<file path="src/rtl/bus_pkg.sv">
// Shared types for the bus generator/arbiter: state encoding and
// destination-ID extraction from a packet.
package bus_pkg;

    localparam int ID_W    = 8;
    localparam int PKT_MAX = 256;

    typedef enum logic [1:0] {
        IDLE,
        POP,
        DELIVER
    } state_t;

    // Destination ID sits in the top ID_W bits of a width-bit packet.
    // The packet is passed zero-extended to PKT_MAX bits.
    function automatic logic [ID_W-1:0] dest_id(
        input logic [PKT_MAX-1:0] pkt,
        input int                 width
    );
        return pkt[width-1 -: ID_W];
    endfunction

endpackage

</file>
<file path="src/rtl/bus_arbiter_rr.sv">
// One bus: round-robin grant, single-packet pop, push decode.
// Ports: clk, reset (sync, high), pndng/d_pop in, pop/push/d_push out.
module bus_arbiter_rr
    import bus_pkg::*;
#(
    parameter int              drvrs     = 4,
    parameter int              pckg_sz   = 16,
    parameter logic [ID_W-1:0] broadcast = 8'hFF
) (
    input  logic                            clk,
    input  logic                            reset,
    input  logic [drvrs-1:0]                pndng,
    input  logic [drvrs-1:0][pckg_sz-1:0]   d_pop,
    output logic [drvrs-1:0]                pop,
    output logic [drvrs-1:0]                push,
    output logic [drvrs-1:0][pckg_sz-1:0]   d_push
);

    localparam int IW = $clog2(drvrs);

    state_t               state, nxt;
    logic [IW-1:0]        g_q, g_d;
    logic [IW-1:0]        rr_q, rr_d;
    logic [drvrs-1:0]     pop_q, pop_d;
    logic [drvrs-1:0]     push_q, push_d;
    logic [pckg_sz-1:0]   pkt_q, pkt_d;
    logic [ID_W-1:0]      dst;
    logic                 found;

    always_comb begin
        nxt    = state;
        g_d    = g_q;
        rr_d   = rr_q;
        pop_d  = '0;
        push_d = '0;
        pkt_d  = pkt_q;
        dst    = '0;
        found  = 1'b0;
        unique case (state)
            IDLE: begin
                // Search rr..drvrs-1 first, then wrap to 0..rr-1.
                for (int j = 0; j < drvrs; j++) begin
                    if (!found && j >= int'(rr_q) && pndng[j]) begin
                        found    = 1'b1;
                        g_d      = IW'(j);
                        pop_d[j] = 1'b1;
                    end
                end
                for (int j = 0; j < drvrs; j++) begin
                    if (!found && j < int'(rr_q) && pndng[j]) begin
                        found    = 1'b1;
                        g_d      = IW'(j);
                        pop_d[j] = 1'b1;
                    end
                end
                if (found) nxt = POP;
            end
            POP: begin
                // Packet is captured as the terminal dequeues it; the
                // push strobes are decoded now so they are registered.
                pkt_d = d_pop[g_q];
                dst   = dest_id(PKT_MAX'(d_pop[g_q]), pckg_sz);
                for (int j = 0; j < drvrs; j++) begin
                    if (dst == broadcast)
                        push_d[j] = (j != int'(g_q));
                    else
                        push_d[j] = (int'(dst) == j);
                end
                nxt = DELIVER;
            end
            DELIVER: begin
                if (g_q == IW'(drvrs - 1))
                    rr_d = '0;
                else
                    rr_d = g_q + IW'(1);
                nxt = IDLE;
            end
            default: nxt = IDLE;
        endcase
    end

    always_ff @(posedge clk) begin
        if (reset) begin
            state  <= IDLE;
            g_q    <= '0;
            rr_q   <= '0;
            pop_q  <= '0;
            push_q <= '0;
            pkt_q  <= '0;
        end else begin
            state  <= nxt;
            g_q    <= g_d;
            rr_q   <= rr_d;
            pop_q  <= pop_d;
            push_q <= push_d;
            pkt_q  <= pkt_d;
        end
    end

    assign pop  = pop_q;
    assign push = push_q;

    always_comb begin
        for (int j = 0; j < drvrs; j++)
            d_push[j] = pkt_q;
    end

endmodule

</file>
<file path="src/rtl/bus_generator_n_arbiter.sv">
// Shared-bus generator: one round-robin arbiter per bus.
// Ports: clk, reset, pndng/D_pop per terminal in; pop/push/D_push out.
module bus_generator_n_arbiter
    import bus_pkg::*;
#(
    parameter int              bits      = 1,
    parameter int              drvrs     = 4,
    parameter int              pckg_sz   = 16,
    parameter logic [ID_W-1:0] broadcast = 8'hFF
) (
    input  logic                                     clk,
    input  logic                                     reset,
    input  logic [bits-1:0][drvrs-1:0]               pndng,
    input  logic [bits-1:0][drvrs-1:0][pckg_sz-1:0]  D_pop,
    output logic [bits-1:0][drvrs-1:0]               pop,
    output logic [bits-1:0][drvrs-1:0]               push,
    output logic [bits-1:0][drvrs-1:0][pckg_sz-1:0]  D_push
);

    for (genvar b = 0; b < bits; b++) begin : g_bus
        bus_arbiter_rr #(
            .drvrs     (drvrs),
            .pckg_sz   (pckg_sz),
            .broadcast (broadcast)
        ) u_arb (
            .clk    (clk),
            .reset  (reset),
            .pndng  (pndng[b]),
            .d_pop  (D_pop[b]),
            .pop    (pop[b]),
            .push   (push[b]),
            .d_push (D_push[b])
        );
    end

endmodule

</file>
<file path="config.mk">
export PLATFORM = sky130hd
export DESIGN_NAME = bus_generator_n_arbiter
export DESIGN_NICKNAME = d
export VERILOG_FILES = /design/src/rtl/bus_pkg.sv /design/src/rtl/bus_arbiter_rr.sv /design/src/rtl/bus_generator_n_arbiter.sv
export SDC_FILE = /design/constraint.sdc
export NUM_CORES = 1
export LEC_CHECK = 0
export ABC_AREA = 1
export CORE_MARGIN = 2
export CORE_UTILIZATION = 25
export CTS_CLUSTER_SIZE = 14
export DETAILED_ROUTE_END_ITERATION = 6
export MAX_ROUTING_LAYER = met4
export PLACE_DENSITY_LB_ADDON = 0.1
export SLEW_MARGIN = 20
export SYNTH_ARGS = -nofsm -noshare
export SYNTH_HDL_FRONTEND = slang
export SYNTH_SLANG_ARGS = --single-unit
</file>
<file path="constraint.sdc">
create_clock -name clk -period 4.4 [get_ports clk]
set_input_delay 0.66 -clock clk [delete_from_list [all_inputs] [get_ports clk]]
set_output_delay 0.66 -clock clk [all_outputs]
set_load 0.01 [all_outputs]
</file>
==> metrics, run 1 <==
CTS Root Cell=clkbuf_8; crit end category=flip-flop; # diodes=0; leakage power=1.37 nW; Ys Warns=0; Worst-Skew Late Latency=280 ps; area grow syn2layout=53.3%; cell count after synthesis=329; number of gates resized after CTS=0; Final WS setup=2150 ps; critical path launch point type=flip-flop; count of cell types in the netlist=23; Worst Hold Class=flip-flop to flip-flop; FMAX=445 MHz; maximum VDD drop=172 uV; Combinational Power Share=0.404; antenna-violating nets left=0; setup violators final=0; Cell Area, Placed=0.00335 sq mm; Sequential Power Share=0.323; Global Route Usage Sum=0.137; Buffers on Ports=141; crit share post-route=0.510; detailed-route DRC error count=0; unrepaired setup endpoints after global routing=false; vias per cell=4.28; cell area after layout=0.00346 sq mm; cell internal pwr=687 uW; H-tree levels=2; Pins Over Slew Limit=0; dpl hpwl=5200 microns; Syn Area/Cell=6.85 sq um; sequential-to-total area share from yosys stat=0.266; outcome=finished clean; share of layout cells above drive strength 1=0.110; Placed Cells=519; Critical Path RT=4600 ps; Final Core Density=0.396; fin crit period=2250 ps; via count=2258; Initial Util=0.259; vias in the first global route=2051; Clock Power Share=0.273; total gr overflow=0; Std-Cell Rows=34; postcts setup bufs=0; Net Count, Synth=403; pre-CTS setup slack=2140 ps; final hold viol count=0; first drt pass iteration count=4; Seq cells post-synth=30; IO Count=142; DRT Wirelength=6860 microns; setup_tns=0 ps; MaxCap Viol Count=0; die area=0.00979 sq mm; Slew @ Worst Pin=916 ps; Max-slew headroom=0.389; clock sink total=30; Nets=492; # hold bufs at CTS=0; Die Wd=99.0 microns; critical path fanouts, max=35; Psw=325 uW; Setup Skew=8.90 ps; Finished Layout Cells=527; initial antenna violation count=0; Die H=99.0 microns; pwr/cell area=293 mW/mm^2; Clock transition at path regs=70 ps; Setup CP Type=flip-flop to flip-flop; CTS buffer count=5; first-pass GRT wire length=10400 microns; WP data arrival=2450 ps; Routability Congestion=0.772; wire per inst=13.0 microns; clock buffer depth=2; Switching Fraction=0.321; CTS tree=yes; mapped cell area=0.00225 sq mm; largest net degree at the start of global routing=36; Core Footprint=0.00872 sq mm; DR iter-0 viols=60
-- per-layer routing --
layer,up-vias,track usage,share of wire
met5,-,-,0
met4,0,0.0253,0.0042
met3,2,0.0270,0.047
met2,61,0.231,0.48
met1,1003,0.171,0.47
li1,1192,-,-
-- sequential cells by signal, summed over array words and instances, names as in the netlist --
name,cells
g_bus.u_arb.pop,4
g_bus.u_arb.state,2
g_bus.u_arb.pkt_q,16
g_bus.u_arb.push,4
g_bus.u_arb.g_q,2
g_bus.u_arb.rr_q,2
-- layout by cell type (no fill, tap or decap) --
cell / instances
clkdlybuf4s50_1: 141
nand2_1: 53
nor2_1: 43
o21ai_0: 35
dfxtp_1: 30
inv_1: 20
a21oi_1: 20
nand2_2: 17
nand3_1: 12
nand3_2: 10
o22ai_1: 8
nor2_2: 6
nand4_1: 5
clkbuf_8: 5
ha_1: 4
buf_4: 2
inv_4: 1
inv_8: 1
nor2_4: 1
inv_2: 1
nor3_1: 1
bufinv_16: 1
clkbuf_1: 1
clkinvlp_4: 1
-- final cells by class --
class / count / area [sq um]
fillers: 895 / 5270
repair buffers: 143 / 1430
multi-input cells: 215 / 1090
flip-flops and latches: 30 / 601
well taps: 108 / 135
inverters: 23 / 96.3
clock buffers: 6 / 72.6
clock inverters: 2 / 37.5
-- power groups by stage --
| stage | combinational, mW | clock [mW] | sequential, mW |
|---|---|---|---|
| 2_1_floorplan | 0.253 | 0 | 0.334 |
| 3_3_place_gp | 0.411 | 0 | 0.334 |
| 3_5_place_dp | 0.411 | 0 | 0.335 |
| 4_1_cts | 0.412 | 0.287 | 0.328 |
| 5_1_grt | 0.444 | 0.299 | 0.333 |
| 6_report | 0.409 | 0.277 | 0.327 |
-- final timing paths --
path                                start                     end  slack (ps)  depth (start not counted)
setup / recovery    g_bus[0].u_arb.g_q[0]  g_bus[0].u_arb.push[3]        2150                         11
hold / removal    g_bus[0].u_arb.state[1]  g_bus[0].u_arb.rr_q[1]         570                          2
setup reg to reg    g_bus[0].u_arb.g_q[0]  g_bus[0].u_arb.push[3]        2150                         11
hold reg to reg   g_bus[0].u_arb.state[1]  g_bus[0].u_arb.rr_q[1]         570                          2
-- synthesized netlist by cell type (all sizes together) --
cell | number | area (sq um)
a21oi | 20 | 100
nor3 | 1 | 5.00
clkbuf | 3 | 11.3
o21ai | 35 | 175
nand3 | 22 | 160
nor2 | 50 | 210
dfxtp | 30 | 601
nand2 | 70 | 305
nand4 | 5 | 31.3
buf | 58 | 459
inv | 23 | 96.3
ha | 4 | 50.1
o22ai | 8 | 50.1
-- kinds of logic after synthesis --
logic type                 share of synthesized area
DFF                                            0.266
adders and majority gates                     0.0222
and+or+nand+nor                                0.316
AOI/OAI and AO/OA                              0.144
buffers and inverters                          0.251
-- critical path: stages (launching register included) --
cell,delay [ps]
dfxtp_1,770
buf_4,380
inv_8,140
nand2_1,80
nand3_1,60
nand2_1,220
nor2_2,70
nand2_1,100
nor2_4,60
nor2_1,80
nand2_1,60
a21oi_1,130
-- metrics by stage --
| stage | hold WS (ps) | total power, mW |
|---|---|---|
| after CTS | 570 | 1.03 |
| after floorplan | 516 | 0.588 |
| final | 568 | 1.01 |
| after detailed placement | 550 | 0.746 |
| after global placement | 557 | 0.744 |
| after global routing | 607 | 1.08 |
(Power assumes the default switching activity.)
==> run 2, diff against run 1 <==
Clock period 4.4 ns to 2 ns, I/O delays scaled along.
==> run 2 against run 1 <==
First-iteration DRC count rose by 1.7%. Maximum frequency rose by 36%. Setup slack worse by 1800 ps. Die area did not move. Sequential cell count unchanged. Routed wire length hardly changed.
==> metrics, run 2 (same netlist as run 1, synthesis figures left out) <==
max reg flops=16 (unchanged); maximum VDD drop=204 uV (+19%); via count=2306 (+2.1%); vias in the first global route=2032 (-0.93%); most frequent cells in the layout=141 x clkdlybuf4s50_1, 53 x nand2_1, 43 x nor2_1, 35 x o21ai_0, 30 x dfxtp_1; fin crit period=1650 ps (-598 ps); Max-slew headroom=0.785 (+0.396); first drt pass iteration count=4 (unchanged); IO Count=142 (unchanged); MaxCap Viol Count=0 (unchanged); clock buffer depth=2 (unchanged); Die Wd=99.0 microns (unchanged); vias per cell=4.33 (+1.2%); FILL cells=904 (+1.0%); dpl hpwl=5290 microns (+1.7%); Global Route Usage Sum=0.139 (+0.00243); DRT Wirelength=6860 microns (about the same); antenna-violating nets left=0 (unchanged); Routability Congestion=0.770 (-0.22%); clock sink total=30 (unchanged); CTS buffer count=5 (unchanged); leading cell type in the layout, fill and taps excluded=clkdlybuf4s50_1; Die H=99.0 microns (unchanged); # hold bufs at CTS=0 (unchanged); crit end category=flip-flop; Critical Path RT=2190 ps (-2410 ps); FMAX=607 MHz (+36%); outcome=finished clean; WP data arrival=1840 ps (-610 ps); detailed-route DRC error count=0 (unchanged); die area=0.00979 sq mm (unchanged); final hold viol count=0 (unchanged); Worst Hold Class=flip-flop to flip-flop; most used routing layer in global routing=met2; Setup Skew=6.22 ps (-2.68 ps); first-pass GRT wire length=10500 microns (+1.7%); met3 usage=0.0298 (+0.00284); pwr/cell area=614 mW/mm^2 (+110%); CTS Root Cell=clkbuf_8; pre-CTS setup slack=265 ps (-1880 ps); initial antenna violation count=0 (unchanged); met1 GRT Util=0.185 (+0.0133); Clock transition at path regs=70 ps (about the same); DR iter-0 viols=61 (+1.7%); CTS tree=yes; setup_tns=0 ps (unchanged); Initial Util=0.259 (unchanged); Core Footprint=0.00872 sq mm (unchanged); setup violators final=0 (unchanged); critical path launch point type=flip-flop; H-tree levels=2 (unchanged); Final Core Density=0.401 (+0.00502); area grow syn2layout=55.2%; largest net degree at the start of global routing=36 (unchanged); wire per inst=12.9 microns (-0.91%); Final WS setup=352 ps (-1800 ps); unrepaired setup endpoints after global routing=false; critical path fanouts, max=35 (unchanged); number of gates resized after CTS=0 (unchanged); Biggest register=g_bus.u_arb.pkt_q; Worst-Skew Late Latency=280 ps (about the same); share of layout cells above drive strength 1=0.120 (+0.0105); # diodes=0 (unchanged); postcts setup bufs=0 (unchanged); Setup CP Type=flip-flop to flip-flop; crit share post-route=0.824 (+0.314); Nets=497 (+1.0%); Slew @ Worst Pin=322 ps (-593 ps); GRT met2 Usage=0.219 (-0.0114); total gr overflow=0 (unchanged); leakage power=1.40 nW (+2.1%); Pins Over Slew Limit=0 (unchanged); Buffers on Ports=141 (unchanged); Std-Cell Rows=34 (unchanged)
-- run 2: cell count changes in the layout (fill, tap and decap cells not counted), sizes merged --
| cell | delta |
|---|---|
| buf | +5 |
| bufinv | -1 |
| clkbuf | +1 |
| clkinv | +1 |
| clkinvlp | -1 |
-- run 2: where the power goes --
part | switching, mW | total [mW] | internal, mW | leakage (nW)
Sequential | 0.0617 | 0.714 | 0.652 | 0.246
Combinational | 0.421 | 0.930 | 0.509 | 1.11
Clock | 0.226 | 0.503 | 0.277 | 0.0482
Total | 0.709 | 2.15 | 1.44 | 1.40
-- run 2: cell type report --
type	instances	area, sq um	share of cell area
Inverter	23	96.3	0.0275
Clock buffer	7	86.3	0.0247
Multi-Input combinational cell	215	1090	0.311
Tap cell	108	135	0.0386
Clock inverter	1	5.00	0.00143
Timing Repair Buffer	148	1490	0.425
Sequential cell	30	601	0.172
-- run 2: critical path: stages (launching register included) --
cell and delay (ps):
dfxtp_1 330, buf_12 170, inv_8 200, nand2_1 80, nand3_1 90, nand2_2 90
nor2_2 100, nand2_1 90, nor2_4 180, inv_2 50, a21oi_1 180
-- run 2: routing by layer --
metal  share of wire  up-vias
met5               0        -
met4          0.0095        0
met3           0.048        4
met2            0.48       63
met1            0.46     1035
li1                -     1204
-- run 2: stage by stage --
stage / hold slack, ps / power [mW] / cell area [sq um] / std cells
2_1_floorplan: 406 / 1.29 / 2250 / 329
3_3_place_gp: 555 / 1.67 / 3410 / 524
3_5_place_dp: 564 / 1.67 / 3410 / 524
4_1_cts: 570 / 2.18 / 3500 / 532
5_1_grt: 614 / 2.29 / 3500 / 532
6_report: 564 / 2.15 / 3500 / 532
-- run 2: final timing paths --
check | slack, ps | cells after the start | end | start
setup / recovery | 350 | 10 | g_bus[0].u_arb.push[0] | g_bus[0].u_arb.g_q[0]
hold / removal | 560 | 2 | g_bus[0].u_arb.rr_q[1] | g_bus[0].u_arb.state[1]
setup reg to reg | 350 | 10 | g_bus[0].u_arb.push[0] | g_bus[0].u_arb.g_q[0]
hold reg to reg | 560 | 2 | g_bus[0].u_arb.rr_q[1] | g_bus[0].u_arb.state[1]
==> run 3, diff against run 2 <==
Clock period 2 ns to 1.57 ns, I/O delays scaled along.
==> run 3 against run 2 <==
Utilization grew 1.7 points. Largest power group unchanged. Final cell count increased by 3.0%. Hold slack worse by 2.0 ps.
==> metrics, run 3 (same netlist as run 1, synthesis figures left out) <==
outcome=finished clean; Worst R2R Start=g_bus[0].u_arb.g_q[0]; Placed Cells=540 (+3.1%); FILL cells=921 (+1.9%); first-pass GRT wire length=10900 microns (+3.3%); Pins Over Slew Limit=0 (unchanged); final hold viol count=0 (unchanged); Setup CP Type=flip-flop to flip-flop; worst r2r dst=g_bus[0].u_arb.push[0]; register area=604 sq um (+0.63%); clock buffer depth=2 (unchanged); largest net degree at the start of global routing=25 (-31%); vias per cell=4.29 (-1.1%); first drt pass iteration count=4 (unchanged); DR iter-0 viols=51 (-16%); MaxCap Viol Count=0 (unchanged); Final Core Density=0.418 (+0.0168); maximum VDD drop=293 uV (+44%); flop2flop setup slack=70 ps (-280 ps); leakage power=1.48 nW (+6.0%); Critical Path RT=1740 ps (-450 ps); crit share post-route=0.956 (+0.132); share of layout cells above drive strength 1=0.175 (+0.0547); total power=2.81 mW (+31%); vias in the first global route=2167 (+6.6%); detailed-route DRC error count=0 (unchanged); total gr overflow=0 (unchanged); met1 GRT Util=0.180 (-0.00438); Final WS setup=68.6 ps (-283 ps); met3 usage=0.0255 (-0.00426); pre-CTS setup slack=-52.9 ps (-318 ps); crit end category=flip-flop; fin crit period=1500 ps (-147 ps); Std-Cell Rows=34 (unchanged); CTS buffer count=5 (unchanged); critical path launch point type=flip-flop; IO Count=142 (unchanged); most frequent cells in the layout=141 x clkdlybuf4s50_1, 51 x nand2_1, 41 x nor2_1, 35 x o21ai_0, 27 x dfxtp_1; Die Wd=99.0 microns (unchanged); setup_tns=0 ps (unchanged); FMAX=666 MHz (+9.8%); Worst-Skew Late Latency=280 ps (about the same); hold depth=2 (unchanged); antenna-violating nets left=0 (unchanged); Initial Util=0.259 (unchanged); Biggest register=g_bus.u_arb.pkt_q; GRT met2 Usage=0.233 (+0.0140); CTS Root Cell=clkbuf_8; Die H=99.0 microns (unchanged); H-tree levels=2 (unchanged); Worst Hold Class=flip-flop to flip-flop; pwr/cell area=770 mW/mm^2 (+25%); most used routing layer in global routing=met2; via count=2349 (+1.9%); Max-slew headroom=0.783 (-0.00223); Clock transition at path regs=60 ps (about the same); Worst Hold End=g_bus[0].u_arb.rr_q[1]; Fin Hold WS=562 ps (-1.99 ps); setup violators final=0 (unchanged); wire per inst=12.7 microns (-1.2%); Finished Layout Cells=548 (+3.0%); area occupied by multi-input gates=0.00111 sq mm (+2.1%); unrepaired setup endpoints after global routing=true; critical path fanouts, max=20 (-43%); CTS tree=yes; Global Route Usage Sum=0.142 (+0.00285); initial antenna violation count=0 (unchanged); max reg flops=16 (unchanged); Core Footprint=0.00872 sq mm (unchanged); Slew @ Worst Pin=323 ps (+0.286 ps); WP data arrival=1670 ps (-170 ps); # diodes=0 (unchanged); leading cell type in the layout, fill and taps excluded=clkdlybuf4s50_1; area grow syn2layout=61.7%; Worst R2R Path Depth=11 (+1); cell area after layout=0.00365 sq mm (+4.2%); clock sink total=30 (unchanged); DRT Wirelength=6980 microns (+1.7%); die area=0.00979 sq mm (unchanged); dpl hpwl=5530 microns (+4.6%); Routability Congestion=0.773 (+0.40%); # hold bufs at CTS=0 (unchanged); Setup Skew=6.52 ps (+0.302 ps); Cell Area, Placed=0.00352 sq mm (+3.2%); hold_sp=g_bus[0].u_arb.state[1]; postcts setup bufs=0 (unchanged); Buffers on Ports=141 (unchanged); Nets=513 (+3.2%)
## run 3: cell count changes in the layout (fill, tap and decap cells not counted), moves of 2 or more
cell	previous run	this run
buf_4	5	21
dfxtp_1	30	27
dfxtp_2	0	3
a21oi_1	20	18
a21oi_2	0	2
nand2_1	53	51
nand2_2	17	19
nor2_1	43	41
nor2_2	6	8
## run 3: how the worst max path moves through the flow
stage	from	to	slack (ps)
final	g_bus[0].u_arb.g_q[0]	g_bus[0].u_arb.push[0]	70
after global routing	g_bus[0].u_arb.g_q[0]	g_bus[0].u_arb.push[0]	-40
after detailed placement	pndng[2]	g_bus[0].u_arb.g_q[1]	-50
after global placement	pndng[2]	g_bus[0].u_arb.g_q[1]	-70
after CTS	g_bus[0].u_arb.g_q[0]	g_bus[0].u_arb.push[0]	20
after floorplan	g_bus[0].u_arb.g_q[0]	g_bus[0].u_arb.rr_q[1]	170
## run 3: where the power goes
part | internal (mW) | switching (mW) | total, mW
Sequential | 0.833 | 0.0746 | 0.907
Clock | 0.353 | 0.287 | 0.640
Combinational | 0.704 | 0.557 | 1.26
Total | 1.89 | 0.918 | 2.81
## run 3: layout make-up
type | count | share of cell area
timing repair buffer | 164 | 0.439
clock buffer | 7 | 0.0237
tap | 108 | 0.0371
multi-input combinational | 215 | 0.304
clock inverter | 1 | 0.00137
inverter | 23 | 0.0288
sequential | 30 | 0.166
## run 3: repair_timing
action	CTS	global route
setup endpoints to repair	4	8
endpoints found under the hold margin	0	0
resized for setup	2	12
pin swaps	0	1
## run 3: worst max-delay path: stages (launching register included)
cell and delay (ps):
dfxtp_2 340, buf_12 160, inv_16 100, nand2_1 70, nand3_2 60, nand2_2 70
nor2_2 120, nand2_2 80, nor2_4 190, nand2_1 70, nand2_1 90, a21oi_2 40
## run 3: metal layers
| metal | wire [microns] | vias up |
|---|---|---|
| met5 | 0 | - |
| li1 | - | 1231 |
| met2 | 3490 | 63 |
| met3 | 282 | 9 |
| met4 | 78 | 0 |
| met1 | 3120 | 1046 |
==> edit, RTL diff (config.mk and constraints of run 3) <==
`pckg_sz` is set to 16 in 2 places; all go to 8.
--- a/src/rtl/bus_arbiter_rr.sv
+++ b/src/rtl/bus_arbiter_rr.sv
@@ -4,7 +4,7 @@
     import bus_pkg::*;
 #(
     parameter int              drvrs     = 4,
-    parameter int              pckg_sz   = 16,
+    parameter int              pckg_sz   = 8,
     parameter logic [ID_W-1:0] broadcast = 8'hFF
 ) (
     input  logic                            clk,
--- a/src/rtl/bus_generator_n_arbiter.sv
+++ b/src/rtl/bus_generator_n_arbiter.sv
@@ -5,7 +5,7 @@
 #(
     parameter int              bits      = 1,
     parameter int              drvrs     = 4,
-    parameter int              pckg_sz   = 16,
+    parameter int              pckg_sz   = 8,
     parameter logic [ID_W-1:0] broadcast = 8'hFF
 ) (
     input  logic                                     clk,
Ports: changed (resized D_pop and D_push); port bits go from 142 to 78. No check against the original RTL was run, so the function may have changed too.
==> edit against run 3 <==
Worst setup slack got worse by 0.028 ns. Sequential cell count fell by 8. Total power fell by 23%. Clock power fell by 37%. Wire length fell by 36%. Synthesized cell count fell by 22%. Design area fell by 27%. Critical path type unchanged. Synthesized area fell by 27%.
==> edit: results (changes against run 3) <==
Outcome: finished clean (unchanged)
Synth top area cells: dfxtp_1 (27%), nand2_1 (20%), buf_4 (11%) (was dfxtp_1 (27%), buf_4 (16%), nand2_1 (8.8%))
Global-route usage over all layers: 11.9% (was 14.2%)
Number of flip-flops in the largest register: 8 (was 16)
Leakage dissipation: 1.19 nW (was 1.48 nW)
Routed length on met1: 2070 um (was 3120 um)
Maximum net fanout on the critical path: 8 (was 20)
Global-route wire length before repair: 6970 um (was 10900 um)
Largest net degree at the start of global routing: 18 (was 25)
Register with the most flip-flops: g_bus.u_arb.pkt_q (unchanged)
Per-cell via count in the routed design: 4.27 (was 4.29)
Worst EP arrival: 1.73 ns (was 1.67 ns)
Count of port buffers added during placement: 77 (was 141)
Top flip-flop cell by instance count after synthesis: dfxtp_1 (unchanged)
Routability congestion estimate from global placement: 0.823 (was 0.773)
Sequential element share of the synthesized area: 26.6% (about the same)
Filler instances: 675 (was 921)
Average wire per cell in the routed design: 11.0 um (was 12.7 um)
Amount of wire on met3 after detailed routing: 210 um (was 282 um)
Via count of the first global-routing pass: 1563 (was 2167)
Maximum VDD drop: 0.342 mV (was 0.293 mV)
Final nets: 375 (was 513)
Area of placed instances: 2460 um^2 (was 3520 um^2)
Layout Skew: 0.00295 ns (was 0.00652 ns)
Length in cells of the worst reg-to-reg path: 10 (was 11)
Top cells by count, synth: nand2_1 (90), buf_4 (24), nand3_1 (23) (was nand2_1 (53), buf_4 (49), nor2_1 (43))
Proportion of layout cells with a drive suffix above 1: 18.7% (was 17.5%)
Termination of the worst setup path: g_bus[0].u_arb.push[2] (was g_bus[0].u_arb.push[0])
1st-iter DRT viols: 59 (was 51)
Cell variety after synth: 25 (was 23)
Setup slack on the worst flop-to-flop path: 0.04 ns (was 0.07 ns)
# H-tree levels: 1 (was 2)
Skew-Pair Late Insertion Delay: 0.26 ns (was 0.28 ns)
Clock Pin Slew Worst Setup and Hold Paths: 0.08 ns (was 0.06 ns)
Nets in the synthesized netlist: 298 (was 403)
Routed wl met2: 2180 um (was 3490 um)
Post-detail-place hpwl: 3540 um (was 5530 um)
Transition time at the pin with the least slew margin: 0.393 ns (was 0.323 ns)
Inserted Clock Buffers: 3 (was 5)
==> edit: layout make-up <==
cell class / count / area (um^2) / share of cell area (%)
timing repair buffer: 102 / 1020 / 38.6
multi-input combinational: 183 / 920 / 34.7
sequential: 22 / 445 / 16.8
inverter: 20 / 101 / 3.82
tap: 77 / 96.3 / 3.63
clock buffer: 4 / 55.1 / 2.08
timing repair inverter: 1 / 11.3 / 0.425
==> edit: worst max-delay path: stages (launching register included) <==
cell and delay, ns:
dfxtp_4 0.38, clkbuf_16 0.16, buf_4 0.14, nand2_1 0.06, nand3_1 0.08, nand2_2 0.09
nand2_2 0.07, nor2_4 0.14, nand2_2 0.07, buf_4 0.14, a21oi_2 0.12
==> edit: kinds of logic (layout without fill, tap and decap cells) <==
family                   Yosys count  count (layout)  synth area share (%)
AND/OR/NAND/NOR                  151             151                  41.5
buffers and inverters             51             127                  20.1
AO/OA/AOI/OAI                     28              28                  8.77
flip-flops                        22              22                  26.6
adder cells (fa/ha/maj)            4               4                  3.02
==> edit: stage by stage <==
stage,power (mW),hold WS (ns),setup slack [ns],instances
3_3_place_gp,1.68,0.500,-0.0784,401
2_1_floorplan,1.26,0.305,0.172,256
3_5_place_dp,1.68,0.498,-0.0997,401
5_1_grt,2.33,0.540,-0.0610,409
6_report,2.15,0.513,0.0408,409
4_1_cts,2.10,0.517,0.00680,405
==> edit: per-layer routing <==
layer / vias to the layer above / GRT usage, %
li1: 938 / -
met1: 767 / 14.4
met3: 2 / 2.43
met4: 0 / 1.30
met5: - / -
met2: 41 / 21.2
==> edit: worst min path at each step <==
stage                      startpoint                      to  slack [ns]  cells past startpoint
6_report       g_bus[0].u_arb.rr_q[0]  g_bus[0].u_arb.rr_q[0]        0.51                      2
3_5_place_dp   g_bus[0].u_arb.rr_q[0]  g_bus[0].u_arb.rr_q[0]        0.50                      2
4_1_cts        g_bus[0].u_arb.rr_q[0]  g_bus[0].u_arb.rr_q[0]        0.52                      2
5_1_grt        g_bus[0].u_arb.rr_q[0]  g_bus[0].u_arb.rr_q[0]        0.54                      2
3_3_place_gp   g_bus[0].u_arb.rr_q[0]  g_bus[0].u_arb.rr_q[0]        0.50                      2
2_1_floorplan                   reset  g_bus[0].u_arb.rr_q[0]        0.30                      1
==> edit: timing repair <==
action                     CTS  global route
setup buffers                0             1
cloned                       0             3
gates resized for setup      1            21
setup endpoints to repair    1             7
pin swaps                    1             7
==> edit: power by group <==
part	switching, mW	total (mW)	internal, mW	leakage [nW]
clock	0.181	0.404	0.223	0.0288
sequential	0.0529	0.660	0.607	0.181
combinational	0.515	1.09	0.573	0.985
total	0.749	2.15	1.40	1.19
